==> src/rtl/snake_pkg.sv <==
// Shared constants for the snake game-logic stage: the position field layout,
// the direction encoding and the PS/2 set-2 arrow-key make codes.
package snake_pkg;

  localparam int POS_W = 13;
  localparam int X_MSB = 6;
  localparam int X_LSB = 0;
  localparam int Y_MSB = 12;
  localparam int Y_LSB = 7;

  typedef enum logic [1:0] {
    DIR_XP = 2'd0,
    DIR_XN = 2'd1,
    DIR_YP = 2'd2,
    DIR_YN = 2'd3
  } dir_e;

  localparam logic [7:0] KEY_RIGHT = 8'h74;
  localparam logic [7:0] KEY_LEFT  = 8'h6B;
  localparam logic [7:0] KEY_DOWN  = 8'h72;
  localparam logic [7:0] KEY_UP    = 8'h75;

  // Opposite directions share bit 1 and differ only in bit 0.
  function automatic logic is_reverse(input logic [1:0] a, input logic [1:0] b);
    return (a[1] == b[1]) && (a[0] != b[0]);
  endfunction

endpackage

==> src/rtl/snake_tick_div.sv <==
// Frame-tick divider: counts enabled frame ticks and pulses step on the tick
// that completes a full TICK_DIV period.
module snake_tick_div #(
  parameter int TICK_DIV = 6
) (
  input  logic clk,
  input  logic reset,
  input  logic clear,
  input  logic en,
  input  logic frame_tick,
  output logic step
);

  localparam int CW = 6;
  localparam logic [CW-1:0] LAST = CW'(TICK_DIV - 1);

  logic [CW-1:0] cnt_q, cnt_d;

  // NOTE: combinational blocks assign every output a default first and use
  // blocking '='; that keeps them free of inferred latches.
  always_comb begin
    cnt_d = cnt_q;
    step  = 1'b0;
    if (en && frame_tick) begin
      if (cnt_q == LAST) begin
        cnt_d = '0;
        step  = 1'b1;
      end else begin
        cnt_d = cnt_q + 1'b1;
      end
    end
  end

  // NOTE: clocked state is updated with non-blocking '<=' only.
  always_ff @(posedge clk) begin
    if (reset || clear) cnt_q <= '0;
    else                cnt_q <= cnt_d;
  end

endmodule

==> src/rtl/snake_mover.sv <==
// Snake game logic: latches direction from key codes, advances the segment
// table every TICK_DIV frames and flags wall or self collisions.
module snake_mover
  import snake_pkg::*;
#(
  parameter int NUM_SEG  = 4,
  parameter int GRID_W   = 64,
  parameter int GRID_H   = 48,
  parameter int TICK_DIV = 6
) (
  input  logic                     clk,
  input  logic                     reset,
  input  logic                     frame_tick,
  input  logic                     key_valid,
  input  logic [7:0]               key_code,
  input  logic                     init,
  input  logic                     pause,
  output logic [NUM_SEG*POS_W-1:0] seg_pos,
  output logic [1:0]               dir,
  output logic                     moved,
  output logic                     died,
  output logic                     dead
);

  localparam logic [X_MSB-X_LSB:0] X_LIM = (X_MSB - X_LSB + 1)'(GRID_W);
  localparam logic [Y_MSB-Y_LSB:0] Y_LIM = (Y_MSB - Y_LSB + 1)'(GRID_H);

  logic [POS_W-1:0] seg_q [NUM_SEG];
  dir_e             dir_q, pend_q;
  logic             moved_q, died_q, dead_q;

  logic             step;
  logic             key_hit;
  dir_e             key_dir;
  logic             key_accept;
  logic [X_MSB-X_LSB:0] next_x;
  logic [Y_MSB-Y_LSB:0] next_y;
  logic [POS_W-1:0] next_head;
  logic             wall_hit, self_hit, collide;

  snake_tick_div #(.TICK_DIV(TICK_DIV)) u_tick_div (
    .clk        (clk),
    .reset      (reset),
    .clear      (init),
    .en         (!pause && !dead_q),
    .frame_tick (frame_tick),
    .step       (step)
  );

  always_comb begin
    key_hit = 1'b1;
    key_dir = DIR_XP;
    case (key_code)
      KEY_RIGHT: key_dir = DIR_XP;
      KEY_LEFT:  key_dir = DIR_XN;
      KEY_DOWN:  key_dir = DIR_YP;
      KEY_UP:    key_dir = DIR_YN;
      default:   key_hit = 1'b0;
    endcase
    key_accept = key_valid && key_hit && !is_reverse(key_dir, dir_q);
  end

  // A decrement from 0 wraps to all-ones, which the limit compare treats as a wall.
  always_comb begin
    next_x = seg_q[0][X_MSB:X_LSB];
    next_y = seg_q[0][Y_MSB:Y_LSB];
    case (pend_q)
      DIR_XP: next_x = next_x + 1'b1;
      DIR_XN: next_x = next_x - 1'b1;
      DIR_YP: next_y = next_y + 1'b1;
      DIR_YN: next_y = next_y - 1'b1;
      default: ;
    endcase
    next_head = {next_y, next_x};
    wall_hit  = (next_x >= X_LIM) || (next_y >= Y_LIM);
    self_hit  = 1'b0;
    for (int k = 0; k < NUM_SEG - 1; k++) begin
      if (next_head == seg_q[k]) self_hit = 1'b1;
    end
    collide = wall_hit || self_hit;
  end

  // NOTE: the segment table is small and must hold a defined start position,
  // so it is reset like ordinary registers rather than left as uninitialised storage.
  always_ff @(posedge clk) begin
    if (reset || init) begin
      for (int i = 0; i < NUM_SEG; i++) begin
        seg_q[i] <= {(Y_MSB - Y_LSB + 1)'(0), (X_MSB - X_LSB + 1)'(NUM_SEG - 1 - i)};
      end
      dir_q   <= DIR_XP;
      pend_q  <= DIR_XP;
      moved_q <= 1'b0;
      died_q  <= 1'b0;
      dead_q  <= 1'b0;
    end else begin
      moved_q <= step && !collide;
      died_q  <= step && collide;
      if (step) begin
        if (collide) begin
          dead_q <= 1'b1;
        end else begin
          for (int i = NUM_SEG - 1; i > 0; i--) seg_q[i] <= seg_q[i-1];
          seg_q[0] <= next_head;
          dir_q    <= pend_q;
        end
      end
      if (key_accept) pend_q <= key_dir;
    end
  end

  for (genvar g = 0; g < NUM_SEG; g++) begin : g_pack
    assign seg_pos[POS_W*g +: POS_W] = seg_q[g];
  end

  assign dir   = dir_q;
  assign moved = moved_q;
  assign died  = died_q;
  assign dead  = dead_q;

endmodule

==> config.mk <==
export PLATFORM = sky130hd
export DESIGN_NAME = snake_mover
export DESIGN_NICKNAME = d
export VERILOG_FILES = /design/src/rtl/snake_pkg.sv /design/src/rtl/snake_tick_div.sv /design/src/rtl/snake_mover.sv
export SDC_FILE = /design/constraint.sdc
export NUM_CORES = 1
export LEC_CHECK = 0
export BUFFER_PORTS_ARGS = -buffer_cell sky130_fd_sc_hd__buf_2
export CORE_MARGIN = 2
export CORE_UTILIZATION = 60
export CTS_CLUSTER_DIAMETER = 60
export CTS_CLUSTER_SIZE = 10
export DETAILED_ROUTE_END_ITERATION = 10
export PLACE_DENSITY_LB_ADDON = 0.15
export SKIP_LAST_GASP = 1
export SYNTH_ARGS = -nofsm -noshare
export SYNTH_HDL_FRONTEND = slang
export SYNTH_SLANG_ARGS = --single-unit
export TNS_END_PERCENT = 30
==> constraint.sdc <==
create_clock -name clk -period 10.6 [get_ports clk]
set_input_delay 1.06 -clock clk [delete_from_list [all_inputs] [get_ports clk]]
set_output_delay 1.06 -clock clk [all_outputs]
set_load 0.03 [all_outputs]
==> impl_metrics.env <==
export IMPL_outcome="finished clean"
export IMPL_grt_overflow=0
export IMPL_clockBufferDepth=2
export IMPL_synth_edff_count=52
export IMPL_cts_setup_buffers=0
export IMPL_core_area_sq_um=5920
export IMPL_hold_viol=0
export IMPL_cts_sinks=65
export IMPL_grt_pass1_vias=2472
export IMPL_ys_ff_latch=65
export IMPL_n_fill_cell=454
export IMPL_rr_startpoint="pend_q[1]$_SDFFE_PP0P_"
export IMPL_gp_congestion=0.861
export IMPL_syn_nets=353
export IMPL_critPathMaxFanout=21
export IMPL_synth_cells=331
export IMPL_grt_max_degree=53
export IMPL_wl_per_cell_um=16.2
export IMPL_p_leak_nw=1.74
export IMPL_cts_tree="yes"
export IMPL_synth_top_area_share_pct=42.6
export IMPL_min_path_type="flop to flop"
export IMPL_holdWs_ps=527
export IMPL_fin_tns_setup_ps=0
export IMPL_cts_root_buf="clkbuf_8"
export IMPL_intPower_w=0.000409
export IMPL_finalSetupViolations=0
export IMPL_die_height_um=82.2
export IMPL_path_clk_slew_ps=70
export IMPL_hp_start="dead$_SDFFE_PP0P_"
export IMPL_critPathTopFamily="simple AND/OR/NAND/NOR gates"
export IMPL_required_ps=10700
export IMPL_clock_skew_ps=7.17
export IMPL_path_depth=11
export IMPL_drt_total_wl_um=7690
export IMPL_crit_type="flop to flop"
export IMPL_path_cells="and2_1 > ha_1 > a211oi_1 > o21ai_0 > o22ai_1 > xor2_1 > or4_1 > o31ai_4 > nor2_2 > buf_4 > and2_1"
export IMPL_cp_slowest_cell="o31ai_4"
export IMPL_maxSlewHeadroom_pct=26.8
export IMPL_rsz0062_at_grt="no"
export IMPL_p_sw_w=0.000148
export IMPL_power_density_nw_per_um2=132
export IMPL_area_growth_pct=15.2
export IMPL_max_freq_ghz=0.228
export IMPL_rr_worst_depth=11
export IMPL_syn_area_sq_um=3660
export IMPL_drv_slew=0
export IMPL_die_x_um=82.2
export IMPL_drc=0
export IMPL_vias=2684
export IMPL_synthFlopType="edfxtp_1"
export IMPL_antenna_left=0
export IMPL_numCtsBuffers=9
export IMPL_placementRows=28
export IMPL_drt_pass1_iterations=4
export IMPL_switching_share_pct=26.6
export IMPL_startpoint_type="flop"
export IMPL_p_comb_share_pct=10.3
export IMPL_clockPowerShare_pct=37.5
export IMPL_instances_no_fill=476
export IMPL_portBuffers=70
export IMPL_ctsHoldBuffers=0
export IMPL_drive_above_1_share_pct=27.7
export IMPL_avgSynthCellArea_sq_um=11.1
export IMPL_seqPwrFrac_pct=52.3
export IMPL_cpMostUsedCell="and2_1"
export IMPL_period_needed_ps=4380
export IMPL_peakVddDrop_mv=0.0957
export IMPL_yosysWarnings=0
export IMPL_antenna_found_initial=0
export IMPL_cts_resized_gates=0
export IMPL_die_area_sq_um=6750
export IMPL_maxCapViolCount=0
export IMPL_clk_latency_ps=340
export IMPL_crit_arrival_ps=4480
export IMPL_max_stage_delay_ps=660
export IMPL_cp_end_kind="flop"
export IMPL_holdPathStages=1
export IMPL_synth_area_top_cells="edfxtp_1, dfxtp_1, and2_1, xnor2_1, xor2_1"
export IMPL_start_util_pct=61.9
export IMPL_grt_first_pass_wirelength_um=12000
export IMPL_vias_per_cell=5.64
export IMPL_post_dp_hpwl_um=5370
export IMPL_n_antenna_cell=0
export IMPL_cp_num_buf_inv=1
export IMPL_synth_largest_area_cell="edfxtp_1"
export IMPL_final_nets=418
export IMPL_htreeDepth=3
export IMPL_ioPinCount=71
export IMPL_yosysSeqAreaShare_pct=49.7
export IMPL_drt_initial_drc_count=229
export IMPL_crit_start="pend_q[1]$_SDFFE_PP0P_"
export IMPL_track_usage_pct=24.0
export IMPL_placedCellCount=460
export IMPL_worstMarginPinSlew_ps=1100
export IMPL_synth_cell_types=63
export IMPL_synthArstFlopShare_pct=0
export IMPL_post_route_period_util_pct=41.3
metal layers:
layer  track usage, %  part of all wire, %  up-vias  wire, um
li1                 -                    -     1326         -
met3             5.33                  5.2        9       403
met4             6.67                  1.5        0       117
met2             38.4                   47       72      3600
met1             33.1                   46     1277      3580
met5                0                    0        -         0
cell families (layout without fill, tap and decap cells):
group | after synthesis | count (layout) | synth area share (%)
multiplexers | 4 | 4 | 1.13
other | 1 | 1 | 0.102
adder cells (fa/ha/maj) | 8 | 8 | 2.94
buffers and inverters | 31 | 101 | 3.99
AO/OA/AOI/OAI | 52 | 52 | 10.8
flip-flops | 65 | 65 | 49.7
XOR/XNOR | 39 | 39 | 9.70
AND/OR/NAND/NOR | 131 | 131 | 21.7
layout by cell type (no fill, tap or decap), types with 3 or more instances in the layout:
cell type	instances
buf_2	70
a31oi_1	3
nand3_1	5
xnor2_1	22
nor2b_1	3
nor3_1	18
a22o_1	3
nand4_1	3
nand2b_1	5
nor4b_1	3
dfxtp_1	13
mux2i_1	3
ha_1	7
and2_4	6
nand2_1	11
edfxtp_1	52
a21oi_1	12
a211oi_1	5
clkbuf_8	9
xor2_1	16
nor2_1	17
o21ai_0	6
or3_1	6
clkinvlp_4	3
and2_1	31
inv_1	12
worst paths after layout:
check | to | slack [ps]
min | dead$_SDFFE_PP0P_ | 530
min reg2reg | dead$_SDFFE_PP0P_ | 530
max | seg_q[3][11]$_SDFFCE_PN0P_ | 6220
max reg2reg | seg_q[3][11]$_SDFFCE_PN0P_ | 6220
synthesized netlist by cell type (all sizes together), types with 3 or more instances:
cell,n
nor2b,3
nand2,11
nand3,5
a211oi,5
nand4,3
edfxtp,52
a22o,3
and2,37
clkbuf,8
a31oi,3
inv,13
ha,7
mux2i,3
o22ai,3
dfxtp,13
nand2b,5
o21ai,6
or3,6
xor2,16
nor2,18
nor4,4
nor4b,3
nor3,19
a21oi,13
xnor2,22
buf,10
flip-flops by register name, indices dropped and copies added, names as in the netlist:
name,cells
dead,1
died,1
dir,2
moved,1
pend_q,2
seg_q,52
u_tick_div.cnt_q,6
metrics by stage:
| step | setup slack, ps | cell area (sq um) | power (W) | util [%] |
|---|---|---|---|---|
| floorplan | 6440 | 3660 | 0.000337 | - |
| global placement | 6360 | 4030 | 0.000353 | 68.0 |
| detailed placement | 6250 | 4030 | 0.000354 | 68.0 |
| CTS | 6230 | 4220 | 0.000560 | 71.3 |
| global route | 5840 | 4220 | 0.000574 | 71.3 |
| finish | 6220 | 4220 | 0.000557 | 71.3 |
layout make-up:
type,instances,area (sq um),area share (%)
multi-input combinational,235,1700,40.2
clock inverter,7,71.3,1.69
sequential,65,1820,43.2
timing repair buffer,72,365,8.65
clock buffer,9,124,2.93
tap,75,93.8,2.22
inverter,13,48.8,1.16
power by group through the flow:
stage	logic [W]	clock network [W]	registers, W
3_3_place_gp	0.0000559	0	0.000297
6_report	0.0000572	0.000209	0.000291
2_1_floorplan	0.0000262	0	0.000310
4_1_cts	0.0000573	0.000211	0.000291
5_1_grt	0.0000614	0.000219	0.000293
3_5_place_dp	0.0000569	0	0.000297
(Power assumes the default switching activity.)
